===== src/rtl/lh_digest_hex_serializer.sv =====
// Turns each captured hash digest into a stream of ASCII hex characters (MSB nibble first).
// Define LH_DIGEST_NEWLINE_EN to append an 8'h0A character to every frame.
module lh_digest_hex_serializer #(
  parameter int DIGEST_W  = 64,
  parameter bit UPPER_HEX = 1'b0
) (
  input  logic                clk,
  input  logic                rst_n,
  input  logic [DIGEST_W-1:0] digest_char,
  input  logic                digest_ready,
  output logic [7:0]          hex_char,
  output logic                hex_valid,
  input  logic                hex_ready,
  output logic                hex_last,
  output logic                busy,
  output logic                err_overflow,
  input  logic                clr_err
);

  localparam int NCH = DIGEST_W / 4;
  localparam int IW  = $clog2(NCH + 1);
  localparam logic [IW-1:0] LAST_IDX = IW'(NCH - 1);

`ifdef LH_DIGEST_NEWLINE_EN
  typedef enum logic [1:0] {IDLE = 2'd0, SEND = 2'd1, NL = 2'd2} state_t;
`else
  typedef enum logic [0:0] {IDLE = 1'b0, SEND = 1'b1} state_t;
`endif

  state_t                state_q, state_d;
  logic [DIGEST_W-1:0]   active_q, active_d;
  logic [DIGEST_W-1:0]   pend_q, pend_d;
  logic                  pend_full_q, pend_full_d;
  logic [IW-1:0]         idx_q, idx_d;
  logic                  err_q, err_d;
  logic                  xfer;
  logic                  frame_end;
  logic                  overflow;

  function automatic logic [7:0] nib_to_ascii(input logic [3:0] n);
    if (n < 4'd10)
      return 8'h30 + {4'h0, n};
    else
      return (UPPER_HEX ? 8'h41 : 8'h61) + {4'h0, n} - 8'd10;
  endfunction

  always_ff @(posedge clk or negedge rst_n) begin
    if (!rst_n) begin
      state_q     <= IDLE;
      active_q    <= '0;
      pend_q      <= '0;
      pend_full_q <= 1'b0;
      idx_q       <= '0;
      err_q       <= 1'b0;
    end else begin
      state_q     <= state_d;
      active_q    <= active_d;
      pend_q      <= pend_d;
      pend_full_q <= pend_full_d;
      idx_q       <= idx_d;
      err_q       <= err_d;
    end
  end

  // The active register shifts left on each transfer, so the outgoing nibble is always the top one.
  always_comb begin
    state_d     = state_q;
    active_d    = active_q;
    pend_d      = pend_q;
    pend_full_d = pend_full_q;
    idx_d       = idx_q;
    err_d       = clr_err ? 1'b0 : err_q;
    overflow    = 1'b0;
    hex_char    = 8'h00;
    hex_last    = 1'b0;
    hex_valid   = (state_q != IDLE);
    xfer        = hex_valid && hex_ready;
`ifdef LH_DIGEST_NEWLINE_EN
    frame_end   = xfer && (state_q == NL);
`else
    frame_end   = xfer && (state_q == SEND) && (idx_q == LAST_IDX);
`endif

    case (state_q)
      IDLE: begin
        if (digest_ready) begin
          active_d = digest_char;
          idx_d    = '0;
          state_d  = SEND;
        end
      end
      SEND: begin
        hex_char = nib_to_ascii(active_q[DIGEST_W-1 -: 4]);
`ifdef LH_DIGEST_NEWLINE_EN
        hex_last = 1'b0;
`else
        hex_last = (idx_q == LAST_IDX);
`endif
        if (xfer && (idx_q != LAST_IDX)) begin
          active_d = active_q << 4;
          idx_d    = idx_q + 1'b1;
        end
`ifdef LH_DIGEST_NEWLINE_EN
        else if (xfer) begin
          idx_d   = idx_q + 1'b1;
          state_d = NL;
        end
`endif
      end
`ifdef LH_DIGEST_NEWLINE_EN
      NL: begin
        hex_char = 8'h0A;
        hex_last = 1'b1;
      end
`endif
      default: state_d = IDLE;
    endcase

    // A frame ending this edge frees a slot, so a simultaneous digest never overflows here.
    if (frame_end) begin
      idx_d = '0;
      if (pend_full_q) begin
        active_d = pend_q;
        state_d  = SEND;
        if (digest_ready)
          pend_d = digest_char;
        else
          pend_full_d = 1'b0;
      end else if (digest_ready) begin
        active_d = digest_char;
        state_d  = SEND;
      end else begin
        state_d = IDLE;
      end
    end else if ((state_q != IDLE) && digest_ready) begin
      if (!pend_full_q) begin
        pend_d      = digest_char;
        pend_full_d = 1'b1;
      end else begin
        overflow = 1'b1;
      end
    end

    if (overflow)
      err_d = 1'b1;
  end

  assign busy         = (state_q != IDLE) || pend_full_q;
  assign err_overflow = err_q;

endmodule

===== config.mk =====
export PLATFORM = sky130hd
export DESIGN_NAME = lh_digest_hex_serializer
export DESIGN_NICKNAME = d
export VERILOG_FILES = /design/src/rtl/lh_digest_hex_serializer.sv
export SDC_FILE = /design/constraint.sdc
export NUM_CORES = 1
export LEC_CHECK = 0
export ABC_AREA = 1
export CORE_AREA = 2 2 130 132
export CTS_CLUSTER_DIAMETER = 120
export DETAILED_ROUTE_END_ITERATION = 7
export DIE_AREA = 0 0 132 134
export DONT_BUFFER_PORTS = 1
export GPL_TIMING_DRIVEN = 0
export PLACE_DENSITY = 0.7
export SLEW_MARGIN = 20
export SYNTH_ARGS = -nofsm -noshare
export SYNTH_HDL_FRONTEND = slang
export SYNTH_SLANG_ARGS = --single-unit

===== constraint.sdc =====
create_clock -name clk -period 2.55 [get_ports clk]
set_input_delay 0.51 -clock clk [delete_from_list [all_inputs] [get_ports clk]]
set_output_delay 0.51 -clock clk [all_outputs]
set_load 0.02 [all_outputs]

---- Word level (Yosys, flattened, before mapping) ----
Cells that the tools add are included.
operators by class
  $add $sub $neg .......................... 4
  magnitude comparators ................... 1
  equality and inequality tests ........... 7
  multiplexer cells ....................... 30
  bitwise gates (word level) .............. 1
  reduce and logical (&&, ||, !) cells .... 10
operators by type and width
  kind                                                                    number
  64-bit two-way mux                                                      10
  64-bit one-hot mux with 2 select lines                                  1
  8-bit two-way mux                                                       2
  5-bit two-way mux                                                       3
  1-bit two-way mux                                                       13
  5-bit one-hot mux with 2 select lines                                   1
  7-bit by 4-bit adder with 8-bit output (first input constant)           1
  8-bit by 4-bit subtractor with 8-bit output (second input constant)     1
  6-bit by 4-bit adder with 7-bit output (first input constant)           1
  5-bit by 1-bit adder with 5-bit output (second input constant)          1
  5-bit by 4-bit equality test with 1-bit output (second input constant)  1
  1-bit logical AND                                                       5
  5-bit by 4-bit != test with 1-bit output (second input constant)        1
  4-bit < comparator (second input constant)                              1
  2-bit != test (second input constant)                                   2
  4-bit AND reduction                                                     1
  2-bit nonzero test                                                      2
  3-bit by 1-bit != test with 1-bit output (second input constant)        1
  3-bit != test (second input constant)                                   1
  2-bit by 1-bit != test with 1-bit output (second input constant)        1
  2-bit AND reduction                                                     1
  1-bit logical OR                                                        1
  1-bit NOT                                                               1
word-level totals
  register bits after elaboration ......... 136
  input bits .............................. 69
  word-level logic and storage cells ...... 59

---- Logic depth before layout (Yosys ltp) ----
  depth in word-level cells ............... 7
  gate-level depth with buffers ........... 15

---- Worst setup path after synthesis ----
Ideal clock, no wire load.
  path kind ............................... register -> output
  start point ............................. register state_q (netlist: hex_valid)
  end point ............................... output hex_char[2]
  arrival ................................. 1.556 ns
  required time ........................... 2.040 ns
  setup slack ............................. 0.484 ns
  cell stages (with the launch flop) ...... 7
  cell sequence ........................... dfrtp_1 > buf_4 > buf_2 > nand2_1 > nor2_1 > o22ai_1 > inv_1
on the way
  cells in the longest elaborated chain, start to end .. 1
ends and longest elaborated chain
  element                 line  RTL
  start, declared         30    state_t state_q, state_d;
  start signal, assigned  56    state_q <= state_d;
  8-bit two-way mux       84    case (state_q)
  end, declared           11    output logic [7:0] hex_char,
Every way passes these cells.

---- Final worst setup path ----
Ends and elaborated chain as after synthesis.

==> results.sh <==
export IMPL_outcome="complete, but fails checks"
export IMPL_violations="hold timing"
export IMPL_cts_max_level=4
export IMPL_rsz0062_at_grt="false"
export IMPL_grt_pass1_vias=8408
export IMPL_drive_gt1_share_pct=7.08
export IMPL_cp_max_fo=10
export IMPL_drt_met1_wl_um=11300
export IMPL_required_ns=2.04
export IMPL_synth_cell_types=30
export IMPL_die_h_um=134
export IMPL_ant_nets=0
export IMPL_setup_violations=0
export IMPL_final_cells=1619
export IMPL_worstMarginPinSlew_ns=0.567
export IMPL_vias=8746
export IMPL_maxCapViolations=0
export IMPL_vias_per_cell=5.40
export IMPL_hold_viol=136
export IMPL_wl_per_cell_um=15.2
export IMPL_detail_route_first_pass_iterations=6
export IMPL_fin_total_pwr_mw=8.65
export IMPL_ys_seq_area_share_pct=38.4
export IMPL_fmax_mhz=405
export IMPL_relSlewSlack_pct=62.2
export IMPL_grtUsageTotal_pct=28.7
export IMPL_antenna_found_initial=0
export IMPL_initial_utilization_pct=54.4
export IMPL_dp_hpwl_um=17000
export IMPL_cts_root_buf="clkbuf_16"
export IMPL_clockBufferDepth=2
export IMPL_pre_cts_ws_ns=0.127
export IMPL_top_layer_used="met4"
export IMPL_syn_area_per_cell_um2=6.47
export IMPL_cts_buffers=17
export IMPL_yosys_area_top_type_share_pct=38.4
export IMPL_ys_warnings_count=0
export IMPL_port_buffers=0
export IMPL_skew_ns=0.00915
export IMPL_synth_nets=1443
export IMPL_setup_slack_ns=0.0821
export IMPL_cts_tree="yes"
export IMPL_dieArea_um2=17700
export IMPL_p_leak_nw=5.21
export IMPL_io_pin_count=81
export IMPL_rows=47
export IMPL_grt_pass1_wl_um=41100
export IMPL_final_cell_mix="584 x nand2_1, 237 x nand3_1, 139 x inv_1"
export IMPL_clkTransAtPathRegs_ns=0.06
export IMPL_clock_sinks=136
export IMPL_fp_coreArea_um2=16300
export IMPL_slew_violations=0
export IMPL_fin_area_um2=9670
export IMPL_postSynthCellCount=1371
export IMPL_startpoint_type="register"
export IMPL_drc=0
export IMPL_diodes=0
export IMPL_drt_initial_drc_count=770
export IMPL_cp_arrival_ns=1.96
export IMPL_peakVddDrop_mv=0.562
export IMPL_synth_top_cell_by_area="dfrtp_1"
export IMPL_dpl_instance_area_um2=9140
export IMPL_area_growth_pct=9.06
export IMPL_placed_cells=1591
export IMPL_insertion_delay_ns=0.43
export IMPL_fp_dieW_um=132
export IMPL_place_congestion=0.861
export IMPL_hp_class="input pin to async pin"
export IMPL_nFillCells=1600
export IMPL_holdWs_ns=-0.219
export IMPL_grt_remaining_overflow=0
export IMPL_wirelength_um=24600
export IMPL_fin_nets=1461
export IMPL_final_common_cell="nand2_1"
export IMPL_pwr_density_cell_nw_per_um2=894
export IMPL_grt_start_max_net_pins=137
export IMPL_final_setup_tns_ns=0
export IMPL_final_core_util_pct=59.4
export IMPL_synth_top_cells_by_area="dfrtp_1 38%, nand2_1 25%, nand3_1 13%"
export IMPL_cp_end_kind="output port"
export IMPL_finalCriticalPeriod_ns=2.47
export IMPL_mappedNetlistArea_um2=8870
export IMPL_postCtsSetupBuffers=0
export IMPL_wl_met2_um=11300
export IMPL_crit_type="register to output port"
export IMPL_ys_seq_elements=136
export IMPL_period_share_pct=96.8
export IMPL_wl_met3_um=1590
## where the power goes
part	switching, mW	leakage (nW)	internal (mW)
Combinational	1.74	3.21	1.12
Sequential	0.617	1.75	2.99
Clock	0.911	0.249	1.27
Total	3.26	5.21	5.38
## worst max-delay path, cell delays in order (launching register included)
cell and delay [ns]:
dfrtp_2 0.48, buf_6 0.19, buf_4 0.21, nand2_1 0.17
nor2_4 0.22, o22ai_1 0.10, inv_1 0.15
## sequential cells by signal, indices dropped and copies added (netlist names)
name / count
active_q: 64
err_overflow: 1
hex_valid: 1
idx_q: 5
pend_full_q: 1
pend_q: 64
## kinds of logic after synthesis
logic type                 after synthesis  share of synthesized area [%]
buffers and inverters                  241                           12.3
DFF                                    136                           38.4
other                                    1                         0.0423
adders and majority gates                3                          0.423
and+or+nand+nor                        897                           43.3
AOI/OAI and AO/OA                       93                           5.55
## area by class of cell
cell class / count / area, um2 / area share [%]
multi-input cells: 994 / 4390 / 45.4
flip-flops and latches: 136 / 3400 / 35.2
plain buffers: 96 / 554 / 5.73
inverters: 144 / 544 / 5.63
clock buffers: 24 / 472 / 4.88
well taps: 220 / 275 / 2.85
clock inverters: 5 / 25.0 / 0.259
## repair_timing
action	CTS	global route
pin swaps	0	0
resized for setup	6	5
setup endpoints to repair	5	29
endpoints found under the hold margin	136	136
## final timing paths
check | start | to | slack [ns] | depth (start not counted)
worst min register to register | pend_q[24] | pend_q[24] | 0.49 | 2
worst min-delay path | rst_n | pend_q[58] | -0.22 | 0
worst max-delay path | hex_valid | hex_char[2] | 0.08 | 6
worst max register to register | idx_q[0] | pend_q[40] | 0.20 | 14
min in group clk | clr_err | err_overflow | 0.18 | 1
max in group asynchronous | rst_n | pend_q[18] | 2.32 | 0
## cell usage after synthesis, drive strengths merged
library cell / number
a21boi: 2
a21o: 1
a21oi: 3
a32o: 1
buf: 66
clkbuf: 31
clkinv: 2
conb: 1
dfrtp: 136
ha: 3
inv: 142
nand2: 586
nand3: 239
nand4: 58
nor2: 13
nor3: 1
o211ai: 3
o21ai: 79
o22ai: 3
o31ai: 1
## per-layer routing
| layer | up-vias | track usage (%) |
|---|---|---|
| met4 | 0 | 9.36 |
| met5 | - | 0 |
| met2 | 295 | 45.8 |
| met1 | 4013 | 40.1 |
| li1 | 4407 | - |
| met3 | 31 | 4.80 |
(Power assumes the default switching activity.)
